**config.mk**
```make
export PLATFORM = sky130hd
export DESIGN_NAME = alu_seq_unit
export DESIGN_NICKNAME = d
export VERILOG_FILES = /design/src/rtl/arch_defs_pkg.sv /design/src/rtl/alu_seq_mul.sv /design/src/rtl/alu_seq_unit.sv
export SDC_FILE = /design/constraint.sdc
export NUM_CORES = 1
export LEC_CHECK = 0
export ABC_AREA = 1
export CORE_MARGIN = 3
export CORE_UTILIZATION = 60
export DETAILED_ROUTE_END_ITERATION = 10
export PLACE_DENSITY_LB_ADDON = 0.08
export SLEW_MARGIN = 20
export SYNTH_ARGS = -nofsm -noshare
export SYNTH_HDL_FRONTEND = slang
export SYNTH_SLANG_ARGS = --single-unit
```
**constraint.sdc**
```tcl
create_clock -name clk -period 3.35 [get_ports clk]
set_input_delay 1.005 -clock clk [delete_from_list [all_inputs] [get_ports clk]]
set_output_delay 1.005 -clock clk [all_outputs]
set_load 0.02 [all_outputs]
```
**src/rtl/arch_defs_pkg.sv**
```systemverilog
// Shared SAP datapath definitions: ALU opcodes, flag bit positions
// and the execution-unit state encoding.
package arch_defs_pkg;

    typedef enum logic [3:0] {
        OP_ADD    = 4'h0,
        OP_ADC    = 4'h1,
        OP_SUB    = 4'h2,
        OP_SBB    = 4'h3,
        OP_AND    = 4'h4,
        OP_OR     = 4'h5,
        OP_XOR    = 4'h6,
        OP_NOT    = 4'h7,
        OP_PASS_B = 4'h8,
        OP_INC    = 4'h9,
        OP_DEC    = 4'hA,
        OP_SHL    = 4'hB,
        OP_SHR    = 4'hC,
        OP_ROL    = 4'hD,
        OP_ROR    = 4'hE,
        OP_MUL    = 4'hF
    } alu_op_t;

    localparam int FLAG_Z    = 0;
    localparam int FLAG_N    = 1;
    localparam int FLAG_C    = 2;
    localparam int FLAG_V    = 3;
    localparam int NUM_FLAGS = 4;

    typedef enum logic {
        ST_IDLE = 1'b0,
        ST_MUL  = 1'b1
    } alu_state_t;

endpackage

```
**src/rtl/alu_seq_mul.sv**
```systemverilog
// Iterative shift-and-add multiplier, one partial product per clock.
// done marks the cycle whose closing edge performs the final step.
module alu_seq_mul #(
    parameter int DATA_WIDTH = 8
) (
    input  logic                      clk,
    input  logic                      reset,
    input  logic                      start,
    input  logic [DATA_WIDTH-1:0]     a,
    input  logic [DATA_WIDTH-1:0]     b,
    output logic                      done,
    output logic [2*DATA_WIDTH-1:0]   product
);

    localparam int W  = DATA_WIDTH;
    localparam int CW = $clog2(DATA_WIDTH);

    logic            busy;
    logic [CW-1:0]   count;
    logic [2*W-1:0]  mcand;
    logic [2*W-1:0]  acc;
    logic [W-1:0]    mplier;

    // product already includes the step taken on the coming edge
    assign product = acc + (mplier[0] ? mcand : '0);
    assign done    = busy && (count == CW'(W - 1));

    always_ff @(posedge clk or posedge reset) begin
        if (reset) begin
            busy   <= 1'b0;
            count  <= '0;
            mcand  <= '0;
            acc    <= '0;
            mplier <= '0;
        end else if (busy) begin
            acc    <= product;
            mcand  <= mcand << 1;
            mplier <= mplier >> 1;
            count  <= count + CW'(1);
            if (done) begin
                busy <= 1'b0;
            end
        end else if (start) begin
            busy   <= 1'b1;
            count  <= '0;
            mcand  <= {{W{1'b0}}, a};
            acc    <= '0;
            mplier <= b;
        end
    end

endmodule

```
**src/rtl/alu_seq_unit.sv**
```systemverilog
// Registered ALU with Z/N/C/V flag register and optional iterative
// multiply behind a start/done handshake.
module alu_seq_unit
    import arch_defs_pkg::*;
#(
    parameter int DATA_WIDTH = 8,
    parameter int ENABLE_MUL = 1
) (
    input  logic                  clk,
    input  logic                  reset,
    input  logic                  start_i,
    input  alu_op_t               op_i,
    input  logic [DATA_WIDTH-1:0] a_i,
    input  logic [DATA_WIDTH-1:0] b_i,
    output logic                  busy_o,
    output logic                  done_o,
    output logic [DATA_WIDTH-1:0] result_o,
    output logic [DATA_WIDTH-1:0] result_hi_o,
    output logic                  flag_zero_o,
    output logic                  flag_negative_o,
    output logic                  flag_carry_o,
    output logic                  flag_overflow_o
);

    localparam int W   = DATA_WIDTH;
    localparam int MSB = DATA_WIDTH - 1;

    alu_state_t           state_q;
    logic                 busy_q;
    logic                 done_q;
    logic [W-1:0]         res_q;
    logic [W-1:0]         hi_q;
    logic [NUM_FLAGS-1:0] flags_q;

    logic [W:0]           ext;
    logic [W-1:0]         res_d;
    logic                 c_d;
    logic                 v_d;
    logic                 cin;
    logic                 is_mul;
    logic                 mul_done;
    logic [2*W-1:0]       mul_product;

    assign is_mul = (op_i == OP_MUL) && (ENABLE_MUL != 0);
    assign cin    = flags_q[FLAG_C];

    generate
        if (ENABLE_MUL != 0) begin : g_mul
            logic mul_start;
            assign mul_start = start_i && (state_q == ST_IDLE) && is_mul;

            alu_seq_mul #(
                .DATA_WIDTH (W)
            ) u_mul (
                .clk     (clk),
                .reset   (reset),
                .start   (mul_start),
                .a       (a_i),
                .b       (b_i),
                .done    (mul_done),
                .product (mul_product)
            );
        end else begin : g_no_mul
            assign mul_done    = 1'b0;
            assign mul_product = '0;
        end
    endgenerate

    always_comb begin
        ext   = '0;
        res_d = '0;
        c_d   = flags_q[FLAG_C];
        v_d   = flags_q[FLAG_V];
        unique case (op_i)
            OP_ADD, OP_ADC: begin
                ext   = {1'b0, a_i} + {1'b0, b_i}
                      + {{W{1'b0}}, (op_i == OP_ADC) & cin};
                res_d = ext[MSB:0];
                c_d   = ext[W];
                v_d   = (a_i[MSB] == b_i[MSB]) && (res_d[MSB] != a_i[MSB]);
            end
            OP_SUB, OP_SBB: begin
                ext   = {1'b0, a_i} - {1'b0, b_i}
                      - {{W{1'b0}}, (op_i == OP_SBB) & cin};
                res_d = ext[MSB:0];
                c_d   = ext[W];
                v_d   = (a_i[MSB] != b_i[MSB]) && (res_d[MSB] != a_i[MSB]);
            end
            OP_AND: begin
                res_d = a_i & b_i;
                c_d   = 1'b0;
                v_d   = 1'b0;
            end
            OP_OR: begin
                res_d = a_i | b_i;
                c_d   = 1'b0;
                v_d   = 1'b0;
            end
            OP_XOR: begin
                res_d = a_i ^ b_i;
                c_d   = 1'b0;
                v_d   = 1'b0;
            end
            OP_NOT: begin
                res_d = ~a_i;
                c_d   = 1'b0;
                v_d   = 1'b0;
            end
            OP_PASS_B, OP_MUL: res_d = b_i;
            OP_INC:            res_d = a_i + W'(1);
            OP_DEC:            res_d = a_i - W'(1);
            OP_SHL: begin
                res_d = {a_i[MSB-1:0], 1'b0};
                c_d   = a_i[MSB];
            end
            OP_SHR: begin
                res_d = {1'b0, a_i[MSB:1]};
                c_d   = a_i[0];
            end
            OP_ROL: begin
                res_d = {a_i[MSB-1:0], a_i[MSB]};
                c_d   = a_i[MSB];
            end
            OP_ROR: begin
                res_d = {a_i[0], a_i[MSB:1]};
                c_d   = a_i[0];
            end
            default: res_d = '0;
        endcase
    end

    always_ff @(posedge clk or posedge reset) begin
        if (reset) begin
            state_q <= ST_IDLE;
            busy_q  <= 1'b0;
            done_q  <= 1'b0;
            res_q   <= '0;
            hi_q    <= '0;
            flags_q <= '0;
        end else begin
            done_q <= 1'b0;
            unique case (state_q)
                ST_IDLE: begin
                    if (start_i && is_mul) begin
                        state_q <= ST_MUL;
                        busy_q  <= 1'b1;
                    end else if (start_i) begin
                        res_q           <= res_d;
                        hi_q            <= '0;
                        done_q          <= 1'b1;
                        flags_q[FLAG_Z] <= (res_d == '0);
                        flags_q[FLAG_N] <= res_d[MSB];
                        flags_q[FLAG_C] <= c_d;
                        flags_q[FLAG_V] <= v_d;
                    end
                end
                ST_MUL: begin
                    if (mul_done) begin
                        state_q         <= ST_IDLE;
                        busy_q          <= 1'b0;
                        done_q          <= 1'b1;
                        res_q           <= mul_product[MSB:0];
                        hi_q            <= mul_product[2*W-1:W];
                        flags_q[FLAG_Z] <= (mul_product == '0);
                        flags_q[FLAG_N] <= mul_product[2*W-1];
                        flags_q[FLAG_C] <= |mul_product[2*W-1:W];
                        flags_q[FLAG_V] <= 1'b0;
                    end
                end
                default: state_q <= ST_IDLE;
            endcase
        end
    end

    assign busy_o          = busy_q;
    assign done_o          = done_q;
    assign result_o        = res_q;
    assign result_hi_o     = hi_q;
    assign flag_zero_o     = flags_q[FLAG_Z];
    assign flag_negative_o = flags_q[FLAG_N];
    assign flag_carry_o    = flags_q[FLAG_C];
    assign flag_overflow_o = flags_q[FLAG_V];

endmodule

```
==> impl_metrics.toml <==
[clock_network]
holdBufCountCts = 0
clock-sinks = 67
clk_latency_ns = 0.36
clk_pin_slew_worst_paths_ns = 0.07
cts_tree = "done"
cts_buffer_depth = 2
cts-buffers-inserted = 9
clk_root_buffer_cell = "clkbuf_8"
htreeDepth = 3

[logic_synthesis]
ys.flop_type = "dfrtp_1"
ys_seq_area_share_pct = 29.1
synth_nets = 946
synth_top_area_share_pct = 29.1
synthArstFlopShare_pct = 100
synth_cell_types = 33
avgSynthCellArea_um2 = 6.66
syn_inst = 864
synth-edff-count = 0
syn_area_um2 = 5750
yosys-top-cells-area = "dfrtp_1, nand2_1, ha_1"
synth_seq_cells = 67
yosys_warnings = 0
synth_area_leader_cell = "dfrtp_1"

[power]
powerDensity_nw_per_um2 = 614
vdd.ir_drop.worst_mv = 0.354
power_leakage_nw = 4.04

[global_routing]
grt_pass1_wl_um = 32100
antenna_found_initial = 0
grt_pass1_vias = 6738
overflow = 0
grt_max_degree = 68
grt_usage_pct = 37.0

[timing]
min_period_over_period_pct = 98.0
hold-worst-slack_ns = 0.486
rsz0062_at_grt = "false"
max_freq_ghz = 0.305
max_slew_margin_pct = 63.1
period_minus_slack_ns = 3.28
worst_pin_slew_ns = 0.553
hold_viol = 0
setup_violations = 0
fin_tns_setup_ns = 0
finClkSkew_ns = 0.0128
drv_slew = 0

[cells_and_area]
fin_nets = 1078
antenna_cells = 0
final_area_um2 = 7380
fill_cells = 688
syn_to_final_growth_pct = 28.2
final_cells = 1129
drive_gt1_share_pct = 14.6

[detailed_routing]
finalWirelength_um = 19800
dr_total_vias = 6640
viasPerCell = 5.88
antenna_left = 0
wl_per_cell_um = 17.5
drc = 0
firstDrtPassIters = 5
drt_iter0_markers = 532

[worst_setup_path]
path_class = "primary input to flip-flop"
startpoint = "a_i[6]"
worstPathMaxFanout = 4
crit_top_cell = "nand2_1"
cp_slowest_cell = "clkdlybuf4s50_1"
max_stage_delay_ns = 0.52
reg2reg_from = "g_mul.u_mul.mplier[0]"
cp-end-kind = "flip-flop"
crit_cells = 17
critPathCapture = "flags_q[0]"
rrSetupSlack_ns = 0.40
reg2reg_depth = 16
cp.required_ns = 3.65
worst_ep_arrival_time_ns = 3.58
timing.rr.end = "flags_q[2]"
crit_chain = "clkdlybuf4s50_1 > inv_1 > ha_1 > ha_1 > nand2_1 > inv_1 > a21oi_1 > nand3_1 > nand3_2 > nand3_2 > nand2_1 > nand2_1 > nor2_1 > nand3_1 > nand2_1 > nand2_1 > nand2_1"
cp_num_buf_inv = 3
startpoint_type = "primary input"
path_delay_family = "simple AND/OR/NAND/NOR gates"

[die]
core_um2 = 9280
die_y_um = 104
pin_count = 45
die_area_um2 = 10800
rows = 35
die_w_um = 104
start_util_pct = 62.0

[placed_design]
place_area_um2 = 6970
port_buffers = 44
dp_cells = 1111
dp_hpwl_um = 15300
finalWeightedCongestion = 1.08

[flow_run]
maxCapViolCount = 0

[run_status]
status = "finished, final reports clean"

[min_path]
worstHoldPathType = "flip-flop to flip-flop"
-- layout make-up --
cell class | instances | area, um^2 | area share (%)
timing repair buffer | 137 | 1160 | 15.8
sequential | 67 | 1680 | 22.7
multi-input combinational | 641 | 3660 | 49.6
inverter | 140 | 526 | 7.12
tap | 129 | 161 | 2.19
clock buffer | 13 | 159 | 2.15
clock inverter | 2 | 35.0 | 0.475
-- layout by cell type, fill, tap and decap left out, types with 6 or more instances in the layout --
cell / n
a21oi_1: 30
ha_1: 48
nand3_2: 7
nor3_1: 8
xnor2_1: 6
clkdlybuf4s50_1: 39
nand4_1: 17
clkbuf_8: 11
nand3_1: 60
inv_1: 135
nand2_2: 6
buf_4: 92
nand2_1: 279
dfrtp_1: 67
nor2_1: 52
o221ai_1: 17
o21ai_0: 45
o22ai_1: 10
nand3b_1: 6
-- registers in the layout, indices dropped and copies added (netlist names) --
name	count
busy_o	1
done_o	1
flags_q	4
g_mul.u_mul.acc	16
g_mul.u_mul.busy	1
g_mul.u_mul.count	3
g_mul.u_mul.mcand	16
g_mul.u_mul.mplier	8
result_hi_o	8
result_o	8
state_q	1
-- cells in the mapped netlist (6+ instances only) --
cell type and n:
dfrtp_1 67, nand3b_1 6, o21ai_0 50, o221ai_1 17
nand2_1 284, nor2_1 57, xnor2_1 7, fa_1 6
clkbuf_1 9, a21oi_1 31, nand3_1 68, nor3_1 8
o22ai_1 10, ha_1 53, nand4_1 17, inv_1 140
-- what timing repair did --
action / CTS / global route
pin swaps: 4 / 13
setup endpoints to repair: 9 / 11
gates resized for setup: 13 / 35
setup buffers: 1 / 2
-- through the flow --
step	total power, W	utilization [%]	worst slack (ns)
after floorplan	0.00279	-	0.138
after global placement	0.00358	75.1	-0.484
after detailed placement	0.00370	75.1	-0.541
after CTS	0.00443	77.6	0.000367
after global routing	0.00483	79.5	0.00367
final	0.00453	79.5	0.0662
-- cells by family (layout without fill, tap and decap cells) --
group | count (synthesis) | in the layout | synth area share, %
xor+xnor | 10 | 10 | 1.52
buf+inv | 156 | 292 | 10.4
compound gates | 125 | 125 | 13.0
simple gates | 447 | 447 | 32.3
flops | 67 | 67 | 29.1
fa+ha+maj | 59 | 59 | 13.6
-- per-layer routing --
| metal | track usage [%] | vias up | share of wire, % |
|---|---|---|---|
| met2 | 65.1 | 381 | 49 |
| met4 | 27.2 | 0 | 8.5 |
| met5 | 0 | - | 0 |
| met3 | 5.77 | 122 | 7.5 |
| met1 | 40.0 | 3055 | 35 |
| li1 | - | 3082 | - |
-- power breakdown --
group	leakage, nW	switching [W]	internal [W]	total [W]
Combinational	3.17	0.00157	0.000967	0.00253
Sequential	0.766	0.000216	0.00110	0.00131
Clock	0.0995	0.000302	0.000380	0.000682
-- worst min-delay path by stage --
stage	start	endpoint	slack, ns	cells after the start
2_1_floorplan	g_mul.u_mul.mcand[15]	g_mul.u_mul.mcand[15]	0.45	2
3_3_place_gp	result_hi_o[1]	result_hi_o[1]	0.47	2
3_5_place_dp	result_hi_o[7]	result_hi_o[7]	0.47	2
4_1_cts	result_hi_o[4]	result_hi_o[4]	0.49	2
5_1_grt	result_o[3]	result_o[3]	0.52	2
6_report	result_hi_o[4]	result_hi_o[4]	0.49	2
-- worst min-delay path, delay by kind of cell, from the launching register on --
| kind | cells | cell delay (ns) |
|---|---|---|
| AO/OA/AOI/OAI | 1 | 0.06 |
| flip-flops | 1 | 0.34 |
| AND/OR/NAND/NOR | 1 | 0.05 |
Note: power is estimated with default switching activity, not from simulation.
